==> config.mk <==
export PLATFORM = sky130hd
export DESIGN_NAME = sram_bit_array
export DESIGN_NICKNAME = d
export VERILOG_FILES = /design/src/rtl/sram_bit_array.sv
export SDC_FILE = /design/constraint.sdc
export NUM_CORES = 1
export LEC_CHECK = 0
export BUFFER_PORTS_ARGS = -buffer_cell sky130_fd_sc_hd__buf_2
export CAP_MARGIN = 20
export CORE_ASPECT_RATIO = 1.4
export CORE_MARGIN = 3
export CORE_UTILIZATION = 52
export CTS_CLUSTER_DIAMETER = 120
export CTS_CLUSTER_SIZE = 16
export DETAILED_ROUTE_END_ITERATION = 16
export PLACE_DENSITY_LB_ADDON = 0.3
export SETUP_SLACK_MARGIN = 0.2
export SYNTH_ARGS = -nofsm -noshare
export SYNTH_HDL_FRONTEND = slang
export SYNTH_SLANG_ARGS = --single-unit
==> constraint.sdc <==
create_clock -name clk -period 2.36 [get_ports clk]
set_clock_uncertainty 0.2 [all_clocks]
set_input_delay 0.118 -clock clk [delete_from_list [all_inputs] [get_ports clk]]
set_output_delay 0.118 -clock clk [all_outputs]
set_load 0.005 [all_outputs]
==> src/rtl/sram_bit_array.sv <==
// sram_bit_array
// ---------------------------------------------------------------------------
// A DEPTH x WIDTH static bit-cell array with one write port and one
// registered read port. All state changes on the rising edge of clk.
// Reset is synchronous and active-high.
//
// Reads take exactly one cycle. When a write and a read hit the same word
// on the same edge, the read returns the new data (write-first bypass).
//
// Ports:
//   clk      in   1       sole clock
//   rst      in   1       synchronous active-high reset (clears all words)
//   write    in   1       write enable
//   wr_addr  in   ADDR_W  write word select
//   data     in   WIDTH   write data
//   read     in   1       read enable
//   rd_addr  in   ADDR_W  read word select
//   q        out  WIDTH   read data
//   q_valid  out  1       high when q carries read data
//
// Build option:
//   TRISTATE_OUT_EN  when defined, q floats (all z) whenever q_valid is low,
//                    modelling an undriven pass-gate output. When undefined,
//                    q is driven to all zeros whenever q_valid is low.
// ---------------------------------------------------------------------------
module sram_bit_array #(
  parameter int WIDTH  = 8,
  parameter int DEPTH  = 16,
  parameter int ADDR_W = 4
) (
  input  logic              clk,
  input  logic              rst,
  input  logic              write,
  input  logic [ADDR_W-1:0] wr_addr,
  input  logic [WIDTH-1:0]  data,
  input  logic              read,
  input  logic [ADDR_W-1:0] rd_addr,
  output logic [WIDTH-1:0]  q,
  output logic              q_valid
);

  // Storage cells. With DEPTH == 2**ADDR_W every address value maps to a
  // real word, so addresses wrap modulo DEPTH with no out-of-range case.
  logic [WIDTH-1:0] mem [DEPTH];

  // Registered read data; held at zero whenever no read result is present.
  logic [WIDTH-1:0] q_data;

  // Same-address write and read on one edge: forward the incoming data so
  // the read sees the freshly written value rather than the stale cell.
  logic             bypass;
  logic [WIDTH-1:0] rd_word;

  always_comb begin
    bypass  = write && (wr_addr == rd_addr);
    rd_word = bypass ? data : mem[rd_addr];
  end

  // Storage update. Reset clears every cell and wins over any write.
  always_ff @(posedge clk) begin
    if (rst) begin
      for (int i = 0; i < DEPTH; i++) begin
        mem[i] <= '0;
      end
    end else if (write) begin
      mem[wr_addr] <= data;
    end
  end

  // Read port. Reset discards any read presented on the same edge, and an
  // idle cycle returns q_data to zero so no stale word lingers.
  always_ff @(posedge clk) begin
    if (rst) begin
      q_data  <= '0;
      q_valid <= 1'b0;
    end else begin
      q_valid <= read;
      q_data  <= read ? rd_word : '0;
    end
  end

`ifdef TRISTATE_OUT_EN
  // Pass gate open only while a result is present; otherwise the line floats.
  assign q = q_valid ? q_data : {WIDTH{1'bz}};
`else
  // q_data is already zero whenever q_valid is low.
  assign q = q_data;
`endif

endmodule

## Word-level counts from Yosys, hierarchy flattened

Memory sizes are Yosys's and may differ from the RTL's. A register that Yosys moved wholly into a read port is not among the register bits.
Cells that the tools add are included.

- Logic and storage cells: 13
- Bits of input ports: 20
- Memory bits (writable): 128
- Bits in registers: 1
- Memories kept: 1
- Output and inout bits: 9

- Bitwise operators: 1
- Muxes and demuxes: 8
- Reduce and logical (&&, ||, !) cells: 2

Memories:

| memory | words | width | read ports | clocked after Yosys merged registers in | write ports | RTL line | RTL |
|---|---|---|---|---|---|---|---|
| mem | 16 | 8 | 1 | 1 | 16 | 44 | `logic [WIDTH-1:0] mem [DEPTH];` |

Operator list:

| cell | number |
|---|---|
| $mux 8 | 1 |
| $reduce_or 8->1 | 1 |
| $mux 1 | 6 |
| $mux 4 | 1 |
| $reduce_or 2->1 | 1 |
| $not 1->1 | 1 |

## Longest topological paths before layout

Gate-level depths: netlist of run 1.

- Depth after elaboration: 5
- Gate-level depth with buffers: 6
- Mapped depth without buffers: 4

## Worst setup path before layout of run 1

Ideal clock, no wire load.

- Path type: input to register
- Start: in write
- End: mem mem[0][0], enable pin
- Library setup time: 0.309 ns
- Slack: 0.664 ns
- Arrival time: 1.187 ns
- Cell stages on the path: 4
- Path buffers: 0
- Required time: 1.851 ns
- Cells stage by stage: nor2b_2 or3b_1 nor3_4 or2_2

RTL lines:

| item | RTL line | RTL |
|---|---|---|
| from (decl) | 33 | `input logic write,` |
| to (decl) | 44 |  |

==> impl_metrics.ini, run 1 <==
[timing]
fmax_mhz = 546.6
drv_slew = 0
timing.setup.tns_ns = 0
timing.final.crit_share_pct = 77.52
period_minus_slack_ns = 1.830
setup_viol = 0
timing.hold.ws_ns = 0.01883
tightest_slew_ns = 0.7549
rsz0062_at_grt = no
max_slew_margin_pct = 49.67
hold_viol_final = 0

[layout]
fin_nets = 475
final_cell_area_sq_um = 7291
final_cells = 612
drive_gt1_share_pct = 25.85
n_fill_cell = 831
area_growth_pct = 16.05
diodes = 0

[clock_tree]
cts_buffers = 17
clock_latency_ns = 0.41
cts_root_buf = clkbuf_16
cts_buffer_depth = 2
clk_pin_slew_worst_paths_ns = 0.06
cts_tree = built
htreeDepth = 4
cts_sinks = 137

[setup_path]
r2r-start = mem[7][3]
worstPathCellList = mux4_1 -> a22oi_1 -> nand2_1 -> a22o_1
cp-end-kind = flip-flop
crit_fanout = 1
max_stage_delay_ns = 0.54
r2r-end = q[3]
worstPathRequired_ns = 2.46
ff2ff_setup_slack_ns = 0.53
crit_path_top_delay_cell = mux4_1
path_class = reg2reg
critical_path.top_delay_family = multiplexers
setup.worst_path.start_class = flip-flop
rr_worst_depth = 4
arrival_ns = 1.93
cp.buffers_inverters = 0

[die]
initial_core_util_pct = 54.30
die_w_microns = 98.90
die_height_microns = 136.1
dieArea_sq_um = 13460
core_sq_um = 11570
pin_count = 29
rows = 46

[global_route]
antenna_found_initial = 0
track_usage_pct = 22.19
grt_overflow = 0
grt_pass1_vias = 3703
grt_max_degree = 34
grt_pass1_wl_microns = 21690

[placement]
gp_congestion = 0.8126
placed_cell_area_sq_um = 6630
dp_cells = 573
dp_hpwl_microns = 9070
io_buffers = 28

[power]
cell_internal_pwr_mw = 4.593
clock_power_share_pct = 44.5
p_seq_share_pct = 48.6
power_mw = 5.821
power_leakage_nw = 2.703
p_sw_mw = 1.228
p_per_area_nw_per_um2 = 798.4
pwr-share-comb_pct = 6.9
switching_share_pct = 21.09
peakVddDrop_uv = 578.0

[routing]
first_pass_iters = 4
routedWlPerCell_microns = 22.33
wl_microns = 13670
route.detailed.drc = 0
drtIter0Drc = 219
antenna_left = 0
via_per_inst = 5.721
vias = 3501

[hold_path]
min_path_type = in2reg
hold_start = data[1]
hold_end = q[1]
holdPathStages = 2

[yosys]
ys_ff_latch = 137
syn_inst = 405
synth-seq-area-share_pct = 64.05
synth_edf_count = 128
synthesis.area_sq_um = 6282
ys_async_sr_fraction_pct = 0
syn_nets = 425
synth_ff_type = edfxtp_1
synthDistinctLibCells = 31
yosys_warnings = 0
synth.avg_cell_area_sq_um = 15.51

[flow_run]
maxCapViolations = 0

[run_status]
status = complete, no violations
-- synthesized netlist by cell type, types with 2 or more instances --
library cell | instances | area (sq um)
nand3b_1 | 2 | 15.01
clkbuf_1 | 12 | 45.04
nor2b_1 | 2 | 12.51
mux4_2 | 20 | 450.4
buf_2 | 5 | 25.02
a22o_1 | 8 | 70.07
and2_1 | 129 | 807.0
edfxtp_1 | 128 | 3844
a22oi_1 | 16 | 120.1
buf_8 | 2 | 30.03
nand2_1 | 9 | 33.78
dfxtp_1 | 9 | 180.2
mux4_1 | 12 | 315.3
nor3_1 | 4 | 20.02
nor2_2 | 3 | 18.77
xor2_1 | 3 | 26.28
or2_2 | 16 | 100.1
nor2_1 | 11 | 41.29
nand2b_1 | 2 | 12.51
-- power by group through the flow --
stage          logic [mW]  clock network [mW]  registers, mW
3_5_place_dp        0.393                   0           2.88
6_report            0.401                2.59           2.83
5_1_grt             0.434                2.72           2.84
4_1_cts             0.405                2.62           2.83
2_1_floorplan       0.262                   0           2.86
3_3_place_gp        0.387                   0           2.87
-- layer usage --
metal	vias up	share of wire [%]	wire length (microns)	track usage, %
met5	-	0	0	0
met4	0	2.8	378	9.339
met3	27	5.6	769	3.953
met2	124	51	6930	36.77
met1	1728	41	5586	28.99
li1	1622	-	-	-
-- per-stage QoR --
step                      worst slack (ns)  utilization [%]
after floorplan                     0.6635                -
after global placement              0.3239            57.31
after detailed placement            0.3261            57.31
after CTS                           0.5430            63.02
after global routing                0.4556            63.02
final                               0.5304            63.02
-- worst max-delay path by stage --
stage	to	cells past startpoint	from
detailed placement	q[1]	6	rd_addr[0]
finish	q[3]	4	mem[7][3]
floorplan	mem[0][0]	4	write
global route	q[3]	4	mem[7][3]
CTS	q[3]	4	mem[7][3]
global placement	q[3]	6	rd_addr[0]
-- area by class of cell --
| class | count | area (sq um) | area share (%) |
|---|---|---|---|
| clock buffer | 20 | 466.7 | 6.401 |
| timing repair buffer | 54 | 377.9 | 5.183 |
| multi-input combinational | 244 | 2115 | 29.00 |
| inverter | 1 | 3.754 | 0.05148 |
| tap | 144 | 180.2 | 2.471 |
| clock inverter | 12 | 123.9 | 1.699 |
| sequential | 137 | 4024 | 55.19 |
-- cell usage in the layout, fill, tap and decap left out, types with 5 or more instances in the layout --
master / n
a22o_1: 8
a22oi_1: 16
and2_1: 129
buf_2: 28
buf_4: 17
clkbuf_16: 17
clkinv_2: 5
dfxtp_1: 9
dlygate4sd3_1: 7
edfxtp_1: 128
mux4_1: 12
mux4_2: 20
nand2_1: 9
nor2_1: 11
or2_2: 16
-- timing repair --
action	in CTS	in global routing
gates resized for setup	0	0
setup buffers	0	0
endpoints found under the hold margin	6	0
hold buffers	7	0
-- registers in the layout, indices dropped and copies added (netlist names) --
| name | flops |
|---|---|
| q | 8 |
| q_valid | 1 |
| mem | 128 |
-- kinds of logic after synthesis --
logic type	share of synthesized area (%)
buffers and inverters	2.290
flip-flops	64.05
AO/OA/AOI/OAI	3.266
AND/OR/NAND/NOR	17.65
multiplexers	12.19
XOR/XNOR	0.5578
(Power assumes the default switching activity.)
==> run 2, diff against run 1 <==
Clock period 2.36 ns to 1.5 ns, I/O delays scaled along.
==> impl_metrics.ini, run 2 (synthesis results as in run 1) <==
[run_status]
status = finished, violations left
failed_checks = setup timing

[placement]
io_buffers = 28
dp_hpwl_microns = 10080
gp_congestion = 0.8368

[routing]
via_per_inst = 5.749
vias = 3616
drtIter0Drc = 208
antenna_left = 0
routedWlPerCell_microns = 22.72
route.detailed.drc = 0
wl_microns = 14290
first_pass_iters = 4

[die]
rows = 46
initial_core_util_pct = 54.30
die_w_microns = 98.90
die_height_microns = 136.1
dieArea_sq_um = 13460
pin_count = 29
core_sq_um = 11570

[timing]
setup_viol = 8
rsz0062_at_grt = yes
fin_ws_ns = -0.1685
timing.final.crit_share_pct = 111.2
tightest_slew_ns = 0.7781
hold_viol_final = 0
timing.hold.ws_ns = 0.01922
max_slew_margin_pct = 48.02
fmax_mhz = 599.3
period_minus_slack_ns = 1.669
drv_slew = 0

[layout]
fin_nets = 492
diodes = 0
area_growth_pct = 20.79
drive_gt1_share_pct = 35.26
top_register = mem
largest_reg_flops = 128
final_common_cell = and2_1
finalCoreUtilization_pct = 65.60
layout_common_cells = 129 x and2_1, 128 x edfxtp_1, 32 x mux4_2

[clock_tree]
clk_pin_slew_worst_paths_ns = 0.06
cts_root_buf = clkbuf_16
htreeDepth = 4
clock_latency_ns = 0.41
cts_buffer_depth = 2
cts_sinks = 137
cts_buffers = 17
cts_tree = built

[power]
clock_power_share_pct = 45.0
peakVddDrop_uv = 900.5
pwr-share-comb_pct = 7.9
switching_share_pct = 21.00
p_per_area_nw_per_um2 = 1249
p_sw_mw = 1.991
p_seq_share_pct = 47.1
cell_internal_pwr_mw = 7.489
power_leakage_nw = 2.804

[global_route]
grt_pass1_vias = 3771
antenna_found_initial = 0
grt_pass1_wl_microns = 22220
track_usage_pct = 22.81
grt_overflow = 0
grt_max_degree = 19

[hold_path]
hold_end = q[7]
min_path_type = in2reg
holdPathStages = 2
hold_start = data[7]

[setup_path]
path_class = reg2reg
rr_worst_depth = 4
r2r-start = mem[11][2]
r2r-end = q[2]
arrival_ns = 1.77
setup.worst_path.start_class = flip-flop
cp-end-kind = flip-flop
worstPathRequired_ns = 1.60
ff2ff_setup_slack_ns = -0.17
crit_fanout = 1

[flow_run]
maxCapViolations = 0
run 2: cell types whose count changed in the layout (fill, tap and decap cells not counted), moves of 5 or more:
cell     previous run  this run
nor2_1             11         5
a22oi_1            16         4
a22oi_2             0        12
mux4_1             12         0
mux4_2             20        32
or2_2              16        11
or2_4               0         5
buf_4              17        30
run 2: how the worst max path moves through the flow:
stage	start	to	slack, ns
detailed placement	rd_addr[0]	q[7]	-0.35
global route	mem[15][2]	q[2]	-0.21
CTS	mem[7][3]	q[3]	-0.16
floorplan	write	mem[0][0]	-0.05
finish	mem[11][2]	q[2]	-0.17
global placement	rd_addr[0]	q[7]	-0.35
run 2: power by group through the flow:
stage | clock [mW] | sequential [mW] | combinational (mW)
after floorplan | 0 | 4.50 | 0.449
after global routing | 4.48 | 4.48 | 0.795
after detailed placement | 0 | 4.55 | 0.696
after global placement | 0 | 4.53 | 0.681
final | 4.27 | 4.46 | 0.746
after CTS | 4.30 | 4.47 | 0.736
run 2: worst max-delay path, cell delays in order, from the launching register on:
cell and delay, ns:
edfxtp_1 0.41, mux4_2 0.51, a22oi_1 0.17, nand2_1 0.08, a22o_1 0.18
run 2: per-stage QoR:
step / total power, mW / worst slack, ns / TNS [ns] / cells / instance area (sq um)
after CTS: 9.504 / -0.1621 / -1.203 / 625 / 7517
after global placement: 5.213 / -0.3476 / -13.71 / 586 / 6789
after floorplan: 4.949 / -0.05259 / -0.8897 / 405 / 6351
final: 9.480 / -0.1685 / -1.189 / 629 / 7589
after global routing: 9.752 / -0.2069 / -1.484 / 629 / 7589
after detailed placement: 5.241 / -0.3485 / -17.53 / 586 / 6789
run 2: layout make-up:
cell class,instances,area [sq um]
flip-flops and latches,137,4024
fillers,817,3980
multi-input cells,244,2228
repair buffers,71,544.3
clock buffers,18,429.2
well taps,144,180.2
clock inverters,14,178.9
inverters,1,3.754
run 2: routing by layer:
metal	track usage (%)	up-vias	part of all wire, %
li1	-	1635	-
met1	29.23	1836	39
met2	38.08	126	52
met3	5.339	19	5.8
met4	8.352	0	2.5
met5	0	-	0
run 2: timing repair:
| item | CTS | global route |
|---|---|---|
| gates resized for setup | 10 | 9 |
| buffers inserted | 0 | 3 |
| hold buffers | 7 | 1 |
| endpoints found under the hold margin | 18 | 1 |
| pin swaps | 7 | 7 |
| endpoints found under the setup margin | 8 | 16 |
==> run 3, diff against run 2 <==
Settings changed: CORE_ASPECT_RATIO 1.4 to 0.9, REMOVE_ABC_BUFFERS set to 1.
==> impl_metrics.ini, run 3 (synthesis results as in run 1) <==
[clock_tree]
post_cts.repair.setup_buffers = 0
htreeDepth = 4
clk_pin_slew_worst_paths_ns = 0.06
cts_sinks = 137
cts_buffer_depth = 2
cts_root_buf = clkbuf_16
cts_tree = built
cts_buffers = 17
clock_latency_ns = 0.41

[routing]
routedWlPerCell_microns = 21.93
via_per_inst = 5.707
antenna_left = 0
vias = 3641
drtIter0Drc = 496
wl_microns = 13990
first_pass_iters = 7
route.detailed.drc = 0

[hold_path]
holdPathStages = 4
hold_start = read
hold_end = q[3]
min_path_type = in2reg

[run_status]
status = finished, violations left
failed_checks = setup timing

[layout]
n_fill_cell = 817
area_growth_pct = 20.69
drive_gt1_share_pct = 31.95
diodes = 0
largest_reg_flops = 128
final_common_cell = and2_1
layout_common_cells = 129 x and2_1, 128 x edfxtp_1, 28 x buf_2, 28 x buf_4, 27 x mux4_2
top_register = mem
finalCoreUtilization_pct = 65.25
final_cell_area_sq_um = 7582
fin_nets = 489

[setup_path]
ff2ff_setup_slack_ns = -0.20
setup.worst_path.start_class = flip-flop
rr_worst_depth = 4
crit_fanout = 1
worstPathRequired_ns = 1.60
r2r-start = mem[9][7]
worstPathCellList = mux4_2 -> a22oi_2 -> nand2_1 -> a22o_1
arrival_ns = 1.80
startpoint = mem[9][7]
path_class = reg2reg
cp-end-kind = flip-flop
crit_path_top_delay_cell = mux4_2
max_stage_delay_ns = 0.52
r2r-end = q[7]

[timing]
fin_ws_ns = -0.1986
drv_slew = 0
period_minus_slack_ns = 1.699
setup_viol = 8
timing.final.crit_share_pct = 113.2
fmax_mhz = 588.7
rsz0062_at_grt = yes
hold_viol_final = 0
timing.setup.tns_ns = -1.274
tightest_slew_ns = 0.8505
max_slew_margin_pct = 43.18

[die]
die_w_microns = 121.9
die_height_microns = 110.3
dieArea_sq_um = 13440
rows = 37
pin_count = 29
core_sq_um = 11620
initial_core_util_pct = 54.06

[placement]
gp_congestion = 0.8648
io_buffers = 28
dp_hpwl_microns = 9186
placed_cell_area_sq_um = 6748

[global_route]
track_usage_pct = 22.73
grt_overflow = 0
grt_max_degree = 19
grt_pass1_wl_microns = 21710
grt_pass1_vias = 3704
antenna_found_initial = 0

[flow_run]
maxCapViolations = 0

[power]
p_per_area_nw_per_um2 = 1289
power_leakage_nw = 2.804
peakVddDrop_uv = 706.4
## run 3: cell count changes in the layout (fill, tap and decap cells not counted), moves of 3 or more
cell,change
nor2_1,+6
buf_6,-3
mux4_1,+5
mux4_2,-5
clkbuf_8,+3
clkinv_2,-5
clkbuf_16,+5
nor3_4,-3
nor2_2,-3
nor2_4,-3
## run 3: repair_timing
item | CTS | global route
pin swaps | 12 | 4
hold endpoints to repair | 25 | 0
hold buffers | 9 | 0
setup endpoints to repair | 40 | 32
gates resized for setup | 16 | 11
## run 3: report_power, final
group	total, mW	internal (mW)	switching, mW
sequential	4.46	4.39	0.0675
combinational	0.714	0.322	0.391
clock	4.60	3.09	1.52
total	9.78	7.80	1.98
## run 3: routing by layer
layer	track usage, %	part of all wire (%)	vias to the layer above
met5	0	0	-
met4	8.400	1.8	0
met3	4.796	6.6	18
met2	34.42	47	148
met1	32.96	45	1843
li1	-	-	1632
## run 3: final cells by class
| class | count | area [sq um] | area share [%] |
|---|---|---|---|
| Inverter | 1 | 3.754 | 0.04950 |
| Timing Repair Buffer | 68 | 500.5 | 6.601 |
| Clock inverter | 6 | 90.09 | 1.188 |
| Sequential cell | 137 | 4024 | 53.07 |
| Multi-Input combinational cell | 244 | 2173 | 28.66 |
| Clock buffer | 26 | 595.6 | 7.855 |
| Tap cell | 156 | 195.2 | 2.574 |
## run 3: stage by stage
| stage | total power, mW | std cells | hold WS (ns) | setup WS (ns) |
|---|---|---|---|---|
| floorplan | 4.834 | 382 | -0.04463 | -0.1536 |
| global placement | 5.161 | 597 | 0.2353 | -0.4320 |
| detailed placement | 5.182 | 597 | 0.2470 | -0.3883 |
| CTS | 9.801 | 638 | 0.02078 | -0.1883 |
| global route | 10.07 | 638 | 0.04426 | -0.2434 |
| finish | 9.777 | 638 | 0.05408 | -0.1986 |
## run 3: worst max-delay path, delay by kind of cell (launching register included)
kind | cells | cell delay [ns]
AO/OA/AOI/OAI | 2 | 0.41
flip-flops | 1 | 0.36
multiplexers | 1 | 0.52
AND/OR/NAND/NOR | 1 | 0.09
## run 3: worst max-delay path by stage
stage                     end  slack [ns]  depth (start not counted)
finish                   q[7]       -0.20                          4
global route             q[7]       -0.24                          4
CTS                      q[7]       -0.19                          4
detailed placement       q[7]       -0.39                          6
global placement         q[7]       -0.43                          6
floorplan           mem[0][0]       -0.15                          4
